File: config.mk
export PLATFORM = sky130hd
export DESIGN_NAME = game_event_source
export DESIGN_NICKNAME = d
export VERILOG_FILES = /design/src/rtl/game_event_source.sv
export SDC_FILE = /design/constraint.sdc
export NUM_CORES = 1
export LEC_CHECK = 0
export ABC_AREA = 1
export BUFFER_PORTS_ARGS = -buffer_cell sky130_fd_sc_hd__buf_2
export CAP_MARGIN = 10
export CORE_ASPECT_RATIO = 0.75
export CORE_MARGIN = 2
export CORE_UTILIZATION = 38
export CTS_CLUSTER_DIAMETER = 200
export CTS_CLUSTER_SIZE = 28
export DETAILED_ROUTE_END_ITERATION = 8
export GPL_ROUTABILITY_DRIVEN = 0
export MAX_ROUTING_LAYER = met4
export SETUP_SLACK_MARGIN = 0.05
export SLEW_MARGIN = 5
export SYNTH_ARGS = -nofsm -noshare
export SYNTH_HDL_FRONTEND = slang
export SYNTH_SLANG_ARGS = --single-unit
File: constraint.sdc
create_clock -name main_clk -period 3.2 [get_ports main_clk]
set_clock_uncertainty 0.15 [all_clocks]
set_input_delay 0 -clock main_clk [delete_from_list [all_inputs] [get_ports main_clk]]
set_output_delay 0 -clock main_clk [all_outputs]
set_load 0.1 [all_outputs]
File: src/rtl/game_event_source.sv
// Producer side of the game event handshake: key press / autorepeat / gravity
// triggers become sticky per-bit requests that the game core retires by acking.
`ifndef EVENT_KEY_UP
`define EVENT_KEY_UP 0
`endif
`ifndef EVENT_KEY_DOWN
`define EVENT_KEY_DOWN 1
`endif
`ifndef EVENT_KEY_LEFT
`define EVENT_KEY_LEFT 2
`endif
`ifndef EVENT_KEY_RIGHT
`define EVENT_KEY_RIGHT 3
`endif
`ifndef EVENT_KEY_SPACE
`define EVENT_KEY_SPACE 4
`endif
`ifndef EVENT_FALL
`define EVENT_FALL 5
`endif

module game_event_source #(
  parameter int EVENT_LEN     = 6,
  parameter int LEVEL_LEN     = 4,
  parameter int FALL_STEP     = 768,
  parameter int REPEAT_DELAY  = 2400,
  parameter int REPEAT_PERIOD = 600
) (
  input  logic                 main_clk,
  input  logic                 rst_1plus,
  input  logic [4:0]           key_down,
  input  logic [LEVEL_LEN-1:0] level,
  input  logic                 fall_en,
  input  logic [EVENT_LEN-1:0] event_received,
  output logic [EVENT_LEN-1:0] event_out,
  output logic [7:0]           drop_cnt
);

  localparam logic [12:0] C_DELAY = 13'(REPEAT_DELAY);
  // The increment still applies on the reload cycle, so later repeats land
  // exactly REPEAT_PERIOD cycles apart.
  localparam logic [12:0] C_RELOAD = 13'(REPEAT_DELAY - REPEAT_PERIOD + 1);

  logic [4:0]           r_s1;
  logic [4:0]           r_s2;
  logic [4:0]           r_prev;
  logic [4:0]           w_press;
  logic [2:0]           w_rep;
  logic [15:0]          r_fall_cnt;
  logic [15:0]          w_steps;
  logic [15:0]          w_period;
  logic                 w_fall;
  logic [EVENT_LEN-1:0] w_trig;
  logic [EVENT_LEN-1:0] w_lost;
  logic [EVENT_LEN-1:0] r_event;
  logic [7:0]           r_drop;

  always_ff @(posedge main_clk or posedge rst_1plus) begin
    if (rst_1plus) begin
      r_s1   <= '0;
      r_s2   <= '0;
      r_prev <= '0;
    end else begin
      r_s1   <= key_down;
      r_s2   <= r_s1;
      r_prev <= r_s2;
    end
  end

  assign w_press = r_s2 & ~r_prev;

  // Autorepeat for DOWN, LEFT, RIGHT (key indices 1..3).
  for (genvar g = 0; g < 3; g++) begin : g_rep
    logic [12:0] r_hold;

    assign w_rep[g] = r_s2[g+1] && (r_hold == C_DELAY);

    always_ff @(posedge main_clk or posedge rst_1plus) begin
      if (rst_1plus) begin
        r_hold <= '0;
      end else if (!r_s2[g+1] || w_press[g+1]) begin
        r_hold <= '0;
      end else if (w_rep[g]) begin
        r_hold <= C_RELOAD;
      end else begin
        r_hold <= r_hold + 13'd1;
      end
    end
  end

  assign w_steps  = 16'd16 - 16'(level);
  assign w_period = w_steps * 16'(FALL_STEP);
  // Compare with >= so a level increase mid-count fires instead of wrapping.
  assign w_fall   = fall_en && (r_fall_cnt >= (w_period - 16'd1));

  always_ff @(posedge main_clk or posedge rst_1plus) begin
    if (rst_1plus) begin
      r_fall_cnt <= '0;
    end else if (!fall_en || w_fall) begin
      r_fall_cnt <= '0;
    end else begin
      r_fall_cnt <= r_fall_cnt + 16'd1;
    end
  end

  always_comb begin
    w_trig                   = '0;
    w_trig[`EVENT_KEY_UP]    = w_press[0];
    w_trig[`EVENT_KEY_DOWN]  = w_press[1] | w_rep[0];
    w_trig[`EVENT_KEY_LEFT]  = w_press[2] | w_rep[1];
    w_trig[`EVENT_KEY_RIGHT] = w_press[3] | w_rep[2];
    w_trig[`EVENT_KEY_SPACE] = w_press[4];
    w_trig[`EVENT_FALL]      = w_fall;
  end

  assign w_lost = w_trig & r_event & ~event_received;

  always_ff @(posedge main_clk or posedge rst_1plus) begin
    if (rst_1plus) begin
      r_event <= '0;
      r_drop  <= '0;
    end else begin
      r_event <= w_trig | (r_event & ~event_received);
      if ((|w_lost) && (r_drop != 8'hFF)) begin
        r_drop <= r_drop + 8'd1;
      end
    end
  end

  assign event_out = r_event;
  assign drop_cnt  = r_drop;

endmodule

==> results.toml <==
[sta]
rsz0062_at_grt = "false"
setup_viol = 0
fmax_mhz = 340
slew_headroom = 0.480
period_share = 0.919
worst_pin_slew_ns = 0.779
hold_ws_ns = 0.152
maxSlewViolCount = 0
final.min_clock_period_ns = 2.94
finalWorstSetupSlack_ns = 0.261
hold_violations = 0

[cells_and_area]
diodes = 0
final_util = 0.479
synthToLayoutAreaGrowth_pct = 21.8
finalNonFillerCells = 783
nFillCells = 1080
drive_above_1_share = 0.196
layout.nets = 658

[detailed_routing]
drtAntennaViolNets = 0
vias_per_cell = 4.68
drc = 0
wire_per_inst_microns = 12.1
first_pass_iters = 4
routed_wl_microns = 9470
vias = 3664
drtIter0Drc = 192

[logic_synthesis]
synth_fa_ha_area_frac = 0.0642
synth_enable_flop_cells = 0
synth_nets = 584
post_synth_xor_area_fraction = 0.0552
synth_ff_type = "dfrtp_1"
syn_area_sq_mm = 0.00460
synth_top_family_by_area = "simple AND/OR/NAND/NOR gates"
avgSynthCellArea_sq_um = 8.47
synthMuxAreaShare = 0
yosysTopAreaCell = "dfrtp_1"
synthCells = 543
synth.distinct_cells = 39
ys_warn_count = 0
synth-compound-area-share = 0.0501
synth-seq-area-share = 0.457
synth-simple-area-share = 0.296
synth-seq-cells = 84
async_flop_share = 1.00
yosysTopAreaCellShare = 0.457
synth_area_leaders = "dfrtp_1 46%, nand2_1 8.3%, inv_1 7.3%"

[worst_setup_path]
r2r_start = "r_fall_cnt[13]"
path_class = "input pin to register"
critPathRequiredTime_ns = 3.27
r2r_setup_slack_ns = 1.28
setup.worst_path.end_class = "register"
r2r_cells = 10
cp_max_fo = 8
worst_r2r_endpoint = "drop_cnt[4]"
arrival_ns = 3.01
worstSetupStartpointType = "input pin"

[placement]
place_inst = 753
dp_hpwl_microns = 6920
portBuffers = 31
pre_cts_slack_ns = -0.207

[floorplan]
io_pins = 32
fp.dieH_microns = 99.3
start_util = 0.393
die_area_sq_mm = 0.0130
rows = 34
fp.coreArea_sq_mm = 0.0117
die_w_microns = 131

[power]
p_total_mw = 2.74
p_leak_nw = 2.70
cellPowerDensity_mw_per_mm2 = 490
vdd_drop_max_mv = 0.250

[cts]
clk_latency_ns = 0.33
cts_max_level = 3
clock-root-buffer = "clkbuf_16"
clock_sinks = 84
cts_made_buffers = 9
cts.clk_slew.worst_paths_ns = 0.06
tritoncts = "done"
clk_path_buf_depth = 2

[grt]
grtUsageTotal = 0.156
grt_max_degree = 47
grt_pass1_vias = 3509
grt-ovfl-total = 0
antenna_found_initial = 0
grt_first_pass_wirelength_microns = 15900

[job]
max-cap-violations = 0

[worst_hold_path]
worstHoldEndpoint = "r_s1[3]"
hold_class = "input pin to register"
min_path_cells = 2
min_from = "key_down[3]"

[run_status]
outcome = "finished clean"
cell usage after synthesis, types with 4 or more instances:
cell	number
nand2_1	102
inv_1	90
dfrtp_1	84
nor2_1	60
nand3_1	33
xor2_1	24
ha_1	22
a21oi_1	19
nor3_1	14
nor3b_1	13
nand2_2	12
nand4_1	8
nor3_2	6
o21ai_0	6
xnor2_1	5
inv_2	4
nor4_1	4
cell families (layout without fill, tap and decap cells):
logic type,after synthesis,count (layout)
compound gates,39,39
simple gates,273,274
fa+ha+maj,23,23
xor+xnor,29,29
buf+inv,95,172
flops,84,84
registers in the layout, indices dropped and copies added (netlist names):
name          cells
drop_cnt          8
g_rep.r_hold     39
r_fall_cnt       16
r_s1              5
event_out         6
r_s2              5
r_prev            5
metrics by stage:
step                setup TNS (ns)  cell area (sq um)
finish                           0               5600
global route                     0               5600
CTS                              0               5510
detailed placement           -3.13               5090
global placement                 0               5090
floorplan                        0               4600
worst max-delay path: stages:
cell	delay, ns
buf_2	0.11
inv_1	0.07
buf_4	0.11
nand3_1	0.12
xnor2_2	0.20
inv_1	0.11
ha_1	0.36
a21oi_1	0.17
nand2_1	0.08
xor2_1	0.16
buf_4	0.16
nor2_1	0.09
nand2_1	0.09
ha_4	0.29
nand2_1	0.06
inv_2	0.07
nand2_2	0.06
nor2_2	0.08
nand2_2	0.06
nand3_2	0.10
nand3_4	0.10
nand3_4	0.12
nand2_4	0.09
nand2_1	0.09
nand2_1	0.05
how the worst max path moves through the flow:
| stage | start | end | slack, ns |
|---|---|---|---|
| final | level[0] | drop_cnt[4] | 0.26 |
| after floorplan | level[0] | r_fall_cnt[5] | 0.1 |
| after global routing | level[0] | drop_cnt[7] | 0.03 |
| after CTS | level[0] | drop_cnt[4] | 0.14 |
| after global placement | level[0] | drop_cnt[6] | 0.002 |
| after detailed placement | level[0] | drop_cnt[4] | -0.21 |
report_power, final:
part | switching, mW | internal (mW)
Sequential | 0.0476 | 1.11
Clock | 0.410 | 0.620
Combinational | 0.404 | 0.155
Total | 0.861 | 1.88
metal layers:
| metal | share of wire | up-vias | routed length [microns] | global-route usage |
|---|---|---|---|---|
| met5 | 0 | - | 0 | - |
| met3 | 0.027 | 8 | 253 | 0.0366 |
| met1 | 0.52 | 1714 | 4880 | 0.219 |
| met4 | 0.0083 | 0 | 79 | 0.0376 |
| li1 | - | 1888 | - | - |
| met2 | 0.45 | 54 | 4250 | 0.229 |
cell type report:
class	count	area, sq um	share of cell area
Sequential cell	84	2100	0.375
Multi-Input combinational cell	365	2220	0.397
Clock buffer	11	243	0.0433
Timing Repair Buffer	63	428	0.0764
Inverter	94	354	0.0632
Tap cell	162	203	0.0362
Clock inverter	4	50.0	0.00894
cell usage in the layout, fill, tap and decap left out, types with 2 or more instances in the layout:
master         count
nor3_1            14
inv_2              6
o211ai_1           3
or2_2              3
nand2_2           15
o21ai_0            6
a21oi_2            3
ha_4               2
xor2_1            23
ha_1              20
dlygate4sd3_1     13
clkinvlp_4         2
buf_4             19
nor4_1             4
nand3_4            2
nor2_4             3
nor3b_1           12
nand4_1            8
nor2_2             4
clkbuf_16          9
inv_1             87
a21oi_1           17
xnor2_1            4
nor3_2             6
nor2_1            59
dfrtp_1           84
buf_2             31
nand3_2            2
clkinv_2           2
a221oi_1           2
nand3b_1           2
nor3b_2            4
a31oi_1            3
nand3_1           33
nand2_1           99
timing repair:
item                       4_1_cts  5_1_grt
setup buffers                    0        1
hold buffers                    13        0
hold endpoints to repair        66        0
setup endpoints to repair        0       24
resized for setup                0       15
Note: power is estimated with default switching activity, not from simulation.
